File: src/rtl/spi_ctrl_pkg.sv
// Shared types, status codes and command-word field positions for the SPI command sequencer.
package spi_ctrl_pkg;

    typedef enum logic [1:0] {
        OP_NOP   = 2'b00,
        OP_WRITE = 2'b01,
        OP_READ  = 2'b10,
        OP_CLR   = 2'b11
    } op_e;

    typedef enum logic [1:0] {
        S_IDLE,
        S_DECODE,
        S_BUS,
        S_RESP
    } state_e;

    localparam logic [7:0] STATUS_OK = 8'h00;
    localparam logic [7:0] STATUS_E1 = 8'hE1;
    localparam logic [7:0] STATUS_E2 = 8'hE2;

    localparam int unsigned OP_MSB    = 31;
    localparam int unsigned OP_LSB    = 30;
    localparam int unsigned ADDR_MSB  = 29;
    localparam int unsigned ADDR_LSB  = 24;
    localparam int unsigned WDATA_MSB = 23;
    localparam int unsigned WDATA_LSB = 8;

    function automatic logic [31:0] pack_rsp(input op_e op, input logic [5:0] addr,
                                             input logic [15:0] rdata, input logic [7:0] status);
        return {op, addr, rdata, status};
    endfunction

endpackage

File: src/rtl/spi_cmd_fifo.sv
// Command word FIFO with registered read/write pointers; extra pointer bit separates full from empty.
module spi_cmd_fifo #(
    parameter int unsigned DEPTH = 4,
    parameter int unsigned WIDTH = 32
) (
    input  logic             clk,
    input  logic             rst_n,
    input  logic             push,
    input  logic [WIDTH-1:0] push_data,
    input  logic             pop,
    output logic [WIDTH-1:0] pop_data,
    output logic             full,
    output logic             empty
);

    localparam int unsigned AW = $clog2(DEPTH);

    logic [WIDTH-1:0] mem [DEPTH];
    logic [AW:0]      wptr;
    logic [AW:0]      rptr;

    always_ff @(posedge clk or negedge rst_n) begin
        if (!rst_n) begin
            wptr <= '0;
            rptr <= '0;
        end else begin
            if (push) wptr <= wptr + (AW+1)'(1);
            if (pop)  rptr <= rptr + (AW+1)'(1);
        end
    end

    always_ff @(posedge clk) begin
        if (push) mem[wptr[AW-1:0]] <= push_data;
    end

    assign pop_data = mem[rptr[AW-1:0]];
    assign empty    = (wptr == rptr);
    assign full     = (wptr[AW] != rptr[AW]) && (wptr[AW-1:0] == rptr[AW-1:0]);

endmodule

File: src/rtl/spi_cmd_ctrl.sv
// Command sequencer: buffers SPI words, runs one register-bus access per command, returns responses.
// Optional build macro SPI_CMD_PARITY_EN enables even-parity checking of incoming words.
module spi_cmd_ctrl
    import spi_ctrl_pkg::*;
#(
    parameter int unsigned CMD_DEPTH   = 4,
    parameter int unsigned ADDR_W      = 6,
    parameter int unsigned TIMEOUT_CYC = 255
) (
    input  logic              clk,
    input  logic              rst_n,
    input  logic              parallel_rdy,
    input  logic [31:0]       parallel_in,
    output logic              bus_req,
    output logic              bus_we,
    output logic [ADDR_W-1:0] bus_addr,
    output logic [15:0]       bus_wdata,
    input  logic              bus_ack,
    input  logic [15:0]       bus_rdata,
    output logic              rsp_valid,
    output logic [31:0]       rsp_data,
    input  logic              rsp_ready,
    output logic              busy,
    output logic [7:0]        drop_cnt,
    output logic [7:0]        err_cnt
);

    localparam int unsigned TW = (TIMEOUT_CYC > 1) ? $clog2(TIMEOUT_CYC) : 1;

    state_e        state, state_nxt;
    logic          pop, push, fifo_full, fifo_empty;
    logic [31:0]   fifo_rd_data;
    op_e           cmd_op;
    logic [5:0]    cmd_addr;
    logic [15:0]   cmd_wdata;
    logic          cmd_par_err, word_par_err;
    logic [TW-1:0] tmo_cnt;
    logic          tmo_hit;
    logic [15:0]   rsp_rdata;
    logic [7:0]    rsp_status;
    logic          err_inc, drop_inc, cnt_clr;
    logic          unused_tag;

    // A pop in the same cycle frees a slot, so a word arriving while full is still accepted.
    assign push     = parallel_rdy && (!fifo_full || pop);
    assign drop_inc = parallel_rdy && fifo_full && !pop;

    spi_cmd_fifo #(.DEPTH(CMD_DEPTH), .WIDTH(32)) u_fifo (
        .clk       (clk),
        .rst_n     (rst_n),
        .push      (push),
        .push_data (parallel_in),
        .pop       (pop),
        .pop_data  (fifo_rd_data),
        .full      (fifo_full),
        .empty     (fifo_empty)
    );

`ifdef SPI_CMD_PARITY_EN
    assign word_par_err = ^fifo_rd_data;
`else
    assign word_par_err = 1'b0;
`endif
    assign unused_tag = ^fifo_rd_data[7:0];

    assign tmo_hit = (state == S_BUS) && !bus_ack && (tmo_cnt == TW'(TIMEOUT_CYC - 1));

    always_ff @(posedge clk or negedge rst_n) begin
        if (!rst_n) state <= S_IDLE;
        else        state <= state_nxt;
    end

    always_comb begin
        state_nxt = state;
        case (state)
            S_IDLE:   if (!fifo_empty) state_nxt = S_DECODE;
            S_DECODE: begin
                if (cmd_par_err)                                   state_nxt = S_RESP;
                else if (cmd_op == OP_WRITE || cmd_op == OP_READ)  state_nxt = S_BUS;
                else                                               state_nxt = S_IDLE;
            end
            S_BUS:    if (bus_ack || tmo_hit) state_nxt = (cmd_op == OP_READ) ? S_RESP : S_IDLE;
            S_RESP:   if (rsp_ready) state_nxt = S_IDLE;
            default:  state_nxt = S_IDLE;
        endcase
    end

    always_comb begin
        pop       = (state == S_IDLE) && !fifo_empty;
        bus_req   = (state == S_BUS);
        rsp_valid = (state == S_RESP);
        busy      = (state != S_IDLE) || !fifo_empty;
        cnt_clr   = (state == S_DECODE) && !cmd_par_err && (cmd_op == OP_CLR);
        err_inc   = tmo_hit || ((state == S_DECODE) && cmd_par_err);
    end

    assign bus_we    = (cmd_op == OP_WRITE);
    assign bus_addr  = ADDR_W'(cmd_addr);
    assign bus_wdata = cmd_wdata;
    assign rsp_data  = rsp_valid ? pack_rsp(cmd_op, cmd_addr, rsp_rdata, rsp_status) : '0;

    always_ff @(posedge clk or negedge rst_n) begin
        if (!rst_n) begin
            cmd_op      <= OP_NOP;
            cmd_addr    <= '0;
            cmd_wdata   <= '0;
            cmd_par_err <= 1'b0;
            tmo_cnt     <= '0;
            rsp_rdata   <= '0;
            rsp_status  <= STATUS_OK;
        end else begin
            if (pop) begin
                cmd_op      <= op_e'(fifo_rd_data[OP_MSB:OP_LSB]);
                cmd_addr    <= fifo_rd_data[ADDR_MSB:ADDR_LSB];
                cmd_wdata   <= fifo_rd_data[WDATA_MSB:WDATA_LSB];
                cmd_par_err <= word_par_err;
            end
            tmo_cnt <= (state == S_BUS) ? tmo_cnt + TW'(1) : '0;
            if (state == S_DECODE && cmd_par_err) begin
                rsp_rdata  <= '0;
                rsp_status <= STATUS_E2;
            end else if (state == S_BUS && bus_ack) begin
                rsp_rdata  <= bus_rdata;
                rsp_status <= STATUS_OK;
            end else if (tmo_hit) begin
                rsp_rdata  <= '0;
                rsp_status <= STATUS_E1;
            end
        end
    end

    // Clear has priority over any increment landing in the same cycle.
    always_ff @(posedge clk or negedge rst_n) begin
        if (!rst_n) begin
            drop_cnt <= '0;
            err_cnt  <= '0;
        end else if (cnt_clr) begin
            drop_cnt <= '0;
            err_cnt  <= '0;
        end else begin
            if (drop_inc && drop_cnt != 8'hFF) drop_cnt <= drop_cnt + 8'd1;
            if (err_inc  && err_cnt  != 8'hFF) err_cnt  <= err_cnt + 8'd1;
        end
    end

endmodule

File: config.mk
export PLATFORM = sky130hd
export DESIGN_NAME = spi_cmd_ctrl
export DESIGN_NICKNAME = d
export VERILOG_FILES = /design/src/rtl/spi_ctrl_pkg.sv /design/src/rtl/spi_cmd_fifo.sv /design/src/rtl/spi_cmd_ctrl.sv
export SDC_FILE = /design/constraint.sdc
export NUM_CORES = 1
export LEC_CHECK = 0
export ABC_CLOCK_PERIOD_IN_PS = 5980
export CORE_UTILIZATION = 25
export CTS_CLUSTER_SIZE = 25
export DETAILED_ROUTE_END_ITERATION = 12
export RECOVER_POWER = 25
export SLEW_MARGIN = 10
export SYNTH_ARGS = -nofsm -noshare
export SYNTH_HDL_FRONTEND = slang
export SYNTH_SLANG_ARGS = --single-unit
File: constraint.sdc
create_clock -name clk -period 5.98 [get_ports clk]
set_clock_uncertainty 0.2 [all_clocks]
set_input_delay 1.196 -clock clk [delete_from_list [all_inputs] [get_ports clk]]
set_output_delay 1.196 -clock clk [all_outputs]
set_load 0.02 [all_outputs]
==> results.yml, run 1 <==
grt:
  grt_max_degree: 46
  grt_pass1_vias: 4418
  antenna_found_initial: 3
  grtUsageTotal_pct: 11.37
  grt-ovfl-total: 0
  grt_pass1_wl_um: 24680
floorplan:
  core_um2: 27780
  die_y_um: 170.0
  fp.dieW_um: 170.0
  num_rows: 61
  initial_core_util_pct: 25.38
  io_pins: 127
  dieArea_um2: 28880
setup_path:
  end_kind: "primary output"
  critPathMaxFanout: 19
  cp.required_ns: 4.58
  cp.arrival_ns: 2.62
  crit_type: "reg -> out"
  startpoint_type: "flop"
cts:
  clock_latency_ns: 0.43
  cts_sinks: 169
  clkTransAtPathRegs_ns: 0.08
  cts_setup_buffers: 0
  cts_tree: "yes"
  post_cts_resized: 0
  htreeDepth: 4
  cts_made_buffers: 17
  clock_path_buffers: 2
  cts_hold_buf: 0
  cts_root_buffer: "clkbuf_16"
drt:
  drt_iter0_drc: 234
  vias: 4345
  drc: 0
  firstDrtPassIters: 4
  wl_per_cell_um: 15.86
  viasPerCell: 4.402
  drt_wl_total_um: 15650
  ant_nets: 0
final_layout:
  seq_area_um2: 4711
  layout.nets: 659
  drive_gt1_share_pct: 15.82
  final_cells: 987
  synthToLayoutAreaGrowth_pct: 30.75
  fillCellCount: 2740
  multi_input_area_um2: 2188
timing:
  drv_slew: 30
  relSlewSlack_pct: -11.95
  setup_viol: 0
  fmax_mhz: 249.3
  hold_viol: 0
  fin_crit_sh_pct: 67.09
  worst_pin_slew_ns: 1.679
  rsz0062_at_grt: "no"
  fin_setup_tns_ns: 0
  min_period_ns: 4.012
flow_run:
  maxCapViolations: 1
synth:
  synth.avg_cell_area_um2: 14.72
  synthDistinctLibCells: 42
  synthCells: 479
  ys_seq_elements: 169
  seq_area_frac_synth_pct: 66.78
  netlist_area_um2: 7052
  yosysWarnings: 0
placed_design:
  place_hpwl_um: 9596
  port_buffers: 114
  place.gp.congestion: 0.7405
  dp_cells: 953
pwr:
  internal-power_mw: 2.908
  power_density_nw_per_um2: 478.0
  power_frac_clock_pct: 25.4
  switching_share_pct: 34.02
  pwr-share-seq_pct: 39.6
  leakage_nw: 3.498
  irDropWorstVdd_mv: 0.2549
  p_switching_mw: 1.499
  p_comb_share_pct: 35.0
outcome:
  violations: "max-capacitance violations, max-slew violations"
  status: "finished with violations"
worst_hold_path:
  hp-class: "reg -> reg"
## per-stage QoR
step / setup WS [ns] / hold slack [ns] / total power, mW / utilization (%) / area [um^2]
2_1_floorplan: 3.346 / 0.2399 / 2.732 / - / 7063
3_3_place_gp: 2.398 / 0.2528 / 3.337 / 31.01 / 8616
3_5_place_dp: 2.381 / 0.2752 / 3.355 / 31.01 / 8616
4_1_cts: 1.900 / 0.2900 / 4.493 / 33.18 / 9219
5_1_grt: 1.749 / 0.3130 / 4.679 / 33.19 / 9220
6_report: 1.968 / 0.2920 / 4.407 / 33.19 / 9220
## state kept, by name, summed over array words and instances (netlist names)
register,cells
bus_addr,6
bus_wdata,16
cmd_op,2
drop_cnt,8
err_cnt,8
rsp_rdata,16
rsp_status,1
state,2
tmo_cnt,8
u_fifo.mem,96
u_fifo.rptr,3
u_fifo.wptr,3
## per-layer routing
| metal | vias up | GRT usage (%) | share of wire (%) | wire length (um) |
|---|---|---|---|---|
| li1 | 2028 | - | - | - |
| met1 | 2178 | 14.49 | 45 | 7037 |
| met2 | 122 | 18.76 | 48 | 7451 |
| met3 | 15 | 3.186 | 6.3 | 979 |
| met4 | 2 | 3.290 | 1.0 | 163 |
| met5 | - | 0 | 0.11 | 17 |
## final timing paths
kind                                     from              to  slack, ns  depth (start not counted)
worst min-delay path            rsp_rdata[11]   rsp_rdata[11]       0.29                          2
worst min register to register  rsp_rdata[11]   rsp_rdata[11]       0.29                          2
worst max register to register       state[0]      err_cnt[4]       2.99                          5
max in group asynchronous               rst_n  u_fifo.rptr[0]       3.13                          2
min in group asynchronous               rst_n      err_cnt[6]       0.99                          1
worst max-delay path                 state[0]         bus_req       1.97                          4
## area by class of cell
type	count	share of cell area (%)
inverter	8	0.3257
timing repair buffer	124	13.12
tap	378	5.130
clock inverter	15	1.927
multi-input combinational	274	23.73
clock buffer	17	4.614
sequential	169	51.09
antenna	2	0.05428
## synthesized netlist by cell type, drive strengths merged
master / n / area (um^2)
a211oi: 1 / 7.510
a21o: 1 / 7.510
a21oi: 13 / 65.06
a311oi: 2 / 17.52
a31o: 1 / 8.760
a31oi: 1 / 6.260
a41oi: 2 / 17.52
and2: 2 / 12.51
and3: 30 / 187.7
and3b: 2 / 17.52
and4: 3 / 26.28
buf: 14 / 90.09
clkbuf: 17 / 63.81
conb: 1 / 3.750
dfrtp: 73 / 1827
edfxtp: 96 / 2883
ha: 12 / 150.1
inv: 8 / 30.03
mux2: 24 / 270.3
mux2i: 2 / 20.02
mux4: 24 / 540.5
nand2: 47 / 176.4
nand2b: 1 / 6.260
nand3: 26 / 130.1
nand3b: 1 / 7.510
nand4: 9 / 62.56
nor2: 16 / 60.06
nor3: 5 / 25.02
nor4: 3 / 18.77
o2111a: 1 / 11.26
o2111ai: 1 / 8.760
o21a: 1 / 7.510
o21ai: 10 / 50.05
o21bai: 1 / 7.510
o31ai: 5 / 37.54
or3: 3 / 18.77
or4: 6 / 48.80
xnor2: 6 / 52.55
xor2: 8 / 70.07
## power groups by stage
stage          Combinational [mW]  Clock [mW]  Sequential [mW]
2_1_floorplan               0.902           0             1.83
3_3_place_gp                 1.57           0             1.76
3_5_place_dp                 1.58           0             1.77
4_1_cts                      1.59        1.16             1.75
5_1_grt                      1.69        1.20             1.79
6_report                     1.54        1.12             1.75
## cells by family (layout without fill, tap and decap cells)
kind of cell             Yosys count  count (layout)  synth area share, %
other                              1               6              0.05318
AO/OA/AOI/OAI                     40              40                3.584
adder cells (fa/ha/maj)           12              12                2.129
buffers and inverters             39             164                2.608
multiplexers                      50              50                11.78
AND/OR/NAND/NOR                  154             154                11.32
XOR/XNOR                          14              14                1.739
flip-flops                       169             169                66.78
## worst max-delay path: stages, from the launching register on
cell,delay (ns)
dfrtp_1,0.66
buf_4,0.34
nand2b_1,0.41
inv_1,0.19
clkdlybuf4s50_1,0.59
## placed cells by master, fill, tap and decap left out, drive strengths merged, types with 6 or more instances in the layout
cell	instances
a21oi	13
and3	30
buf	10
clkbuf	18
clkdlybuf4s50	93
clkinv	6
dfrtp	73
dlygate4sd3	20
edfxtp	96
ha	12
inv	15
mux2	24
mux4	24
nand2	47
nand3	26
nand4	9
nor2	16
o21ai	10
or4	6
xnor2	6
xor2	8
(Power assumes the default switching activity.)
==> run 2, diff against run 1 <==
ABC_CLOCK_PERIOD_IN_PS = 3200   (was 5980)
clock period = 3.2 ns   (was 5.98 ns; I/O delays follow)
==> run 2 against run 1 <==
The run now ends clean. Wire length shrank 0.33%. Cell count is 0.61% higher. Non-clock buffer count grew 6. First-iteration DRC count grew 39%. Via count down 0.53%. Total power is 88% higher. Register-to-register slack got worse by 2.2 ns. Hold slack about the same. Sequential cell count unchanged. Critical path depth down 1. Sequential power grew 86%. Critical endpoint is now rsp_data[25].
==> results.yml, run 2 (synthesized netlist as in run 1, its figures left out) <==
setup_path:
  rr_worst_depth: 5
  end_kind: "primary output"
  startpoint_type: "flop"
  crit_type: "reg -> out"
  path_cells: "buf_4 > and3_1 > clkdlybuf4s50_1"
  cp.arrival_ns: 2.08
  critPathMaxFanout: 20
  cp_slowest_cell: "clkdlybuf4s50_1"
  cp.required_ns: 2.36
  slowest_delay_ns: 0.60
timing:
  min_period_ns: 2.920
  rsz0062_at_grt: "no"
  relSlewSlack_pct: 58.62
  fmax_mhz: 342.5
  setup_viol: 0
  whs_ns: 0.2923
  drv_slew: 0
  fin_setup_tns_ns: 0
  hold_viol: 0
  worst_pin_slew_ns: 0.6142
  fin_crit_sh_pct: 91.24
pwr:
  p_total_mw: 8.307
  power_density_nw_per_um2: 893.7
  leakage_nw: 3.535
  irDropWorstVdd_mv: 0.4393
drt:
  drt_wl_total_um: 15600
  firstDrtPassIters: 4
  viasPerCell: 4.352
  vias: 4322
  ant_nets: 0
  drc: 0
  wl_per_cell_um: 15.71
  drt_iter0_drc: 326
cts:
  cts_sinks: 169
  cts_root_buffer: "clkbuf_16"
  clkTransAtPathRegs_ns: 0.07
  clock_latency_ns: 0.42
  htreeDepth: 4
  clock_path_buffers: 2
  cts_made_buffers: 17
  cts_tree: "yes"
grt:
  antenna_found_initial: 3
  grt-ovfl-total: 0
  grt_pass1_wl_um: 24340
  grt_pass1_vias: 4347
  grtUsageTotal_pct: 11.25
  grt_max_degree: 34
final_layout:
  synthToLayoutAreaGrowth_pct: 31.81
  layout.cells.most_common: "edfxtp_1"
  largest_reg_flops: 96
  fin_area_um2: 9295
  layout.nets: 665
  fillCellCount: 2770
  final_core_util_pct: 33.46
  drive_gt1_share_pct: 16.64
  mostFrequentLayoutCells: "96 x edfxtp_1, 89 x clkdlybuf4s50_1, 71 x dfrtp_1"
floorplan:
  fp.dieW_um: 170.0
  io_pins: 127
  dieArea_um2: 28880
  num_rows: 61
  die_y_um: 170.0
  initial_core_util_pct: 25.38
  core_um2: 27780
placed_design:
  port_buffers: 114
  place.gp.congestion: 0.7788
  place_hpwl_um: 9771
  dpl_cell_area_um2: 8666
worst_hold_path:
  hold-path-cell-count: 2
  hp-class: "reg -> reg"
flow_run:
  maxCapViolations: 0
outcome:
  status: "finished clean"
[run 2: changes by cell type in the layout (fill, tap and decap cells not counted), sizes merged]
cell / change
buf: +6
dlygate4sd3: +5
clkdlybuf4s50: -4
clkinv: -2
bufinv: +1
clkinvlp: +1
inv: -1
[run 2: area by class of cell]
class,instances,area (um^2),area share [%]
diodes,2,5.005,0.05384
clock inverters,14,183.9,1.979
multi-input cells,274,2188,23.54
well taps,378,473.0,5.088
inverters,8,30.03,0.3231
clock buffers,18,429.2,4.617
repair buffers,130,1274,13.70
flip-flops and latches,169,4712,50.69
[run 2: per-stage QoR]
stage	setup slack [ns]	std cells
final	0.2804	993
after global routing	0.1698	993
after CTS	0.03902	991
after detailed placement	0.5181	958
after global placement	0.4977	958
after floorplan	0.7243	482
[run 2: what timing repair did]
item                                    CTS  global route
resized for setup                         0             1
hold endpoints to repair                 31             0
endpoints found under the setup margin    0             5
setup buffers                             0             0
hold buffers                              1             0
[run 2: final timing paths]
kind / endpoint / start / slack, ns
worst max-delay path: rsp_data[25] / state[0] / 0.28
worst min-delay path: rsp_rdata[7] / rsp_rdata[7] / 0.29
worst max register to register: drop_cnt[4] / u_fifo.wptr[0] / 0.84
worst min register to register: rsp_rdata[7] / rsp_rdata[7] / 0.29
max in group asynchronous: bus_wdata[1] / rst_n / 1.72
min in group asynchronous: err_cnt[3] / rst_n / 0.51
[run 2: where the power goes]
part,internal (mW),switching [mW],leakage (nW)
Clock,1.19,0.944,0.294
Combinational,1.39,1.53,1.44
Sequential,2.95,0.308,1.80
Total,5.53,2.78,3.54
[run 2: worst max-delay path: cells and delay by family (launching register included)]
kind / cells / cell delay (ns)
and+or+nand+nor: 1 / 0.20
buffers and inverters: 2 / 0.91
DFF: 1 / 0.55
[run 2: per-layer routing]
layer  track usage [%]  vias up  part of all wire (%)
met4             2.820        2                  0.71
met1             14.14     2147                    45
met2             18.59      118                    48
met5                 0        -                 0.071
li1                  -     2046                     -
met3             3.674        9                   6.2
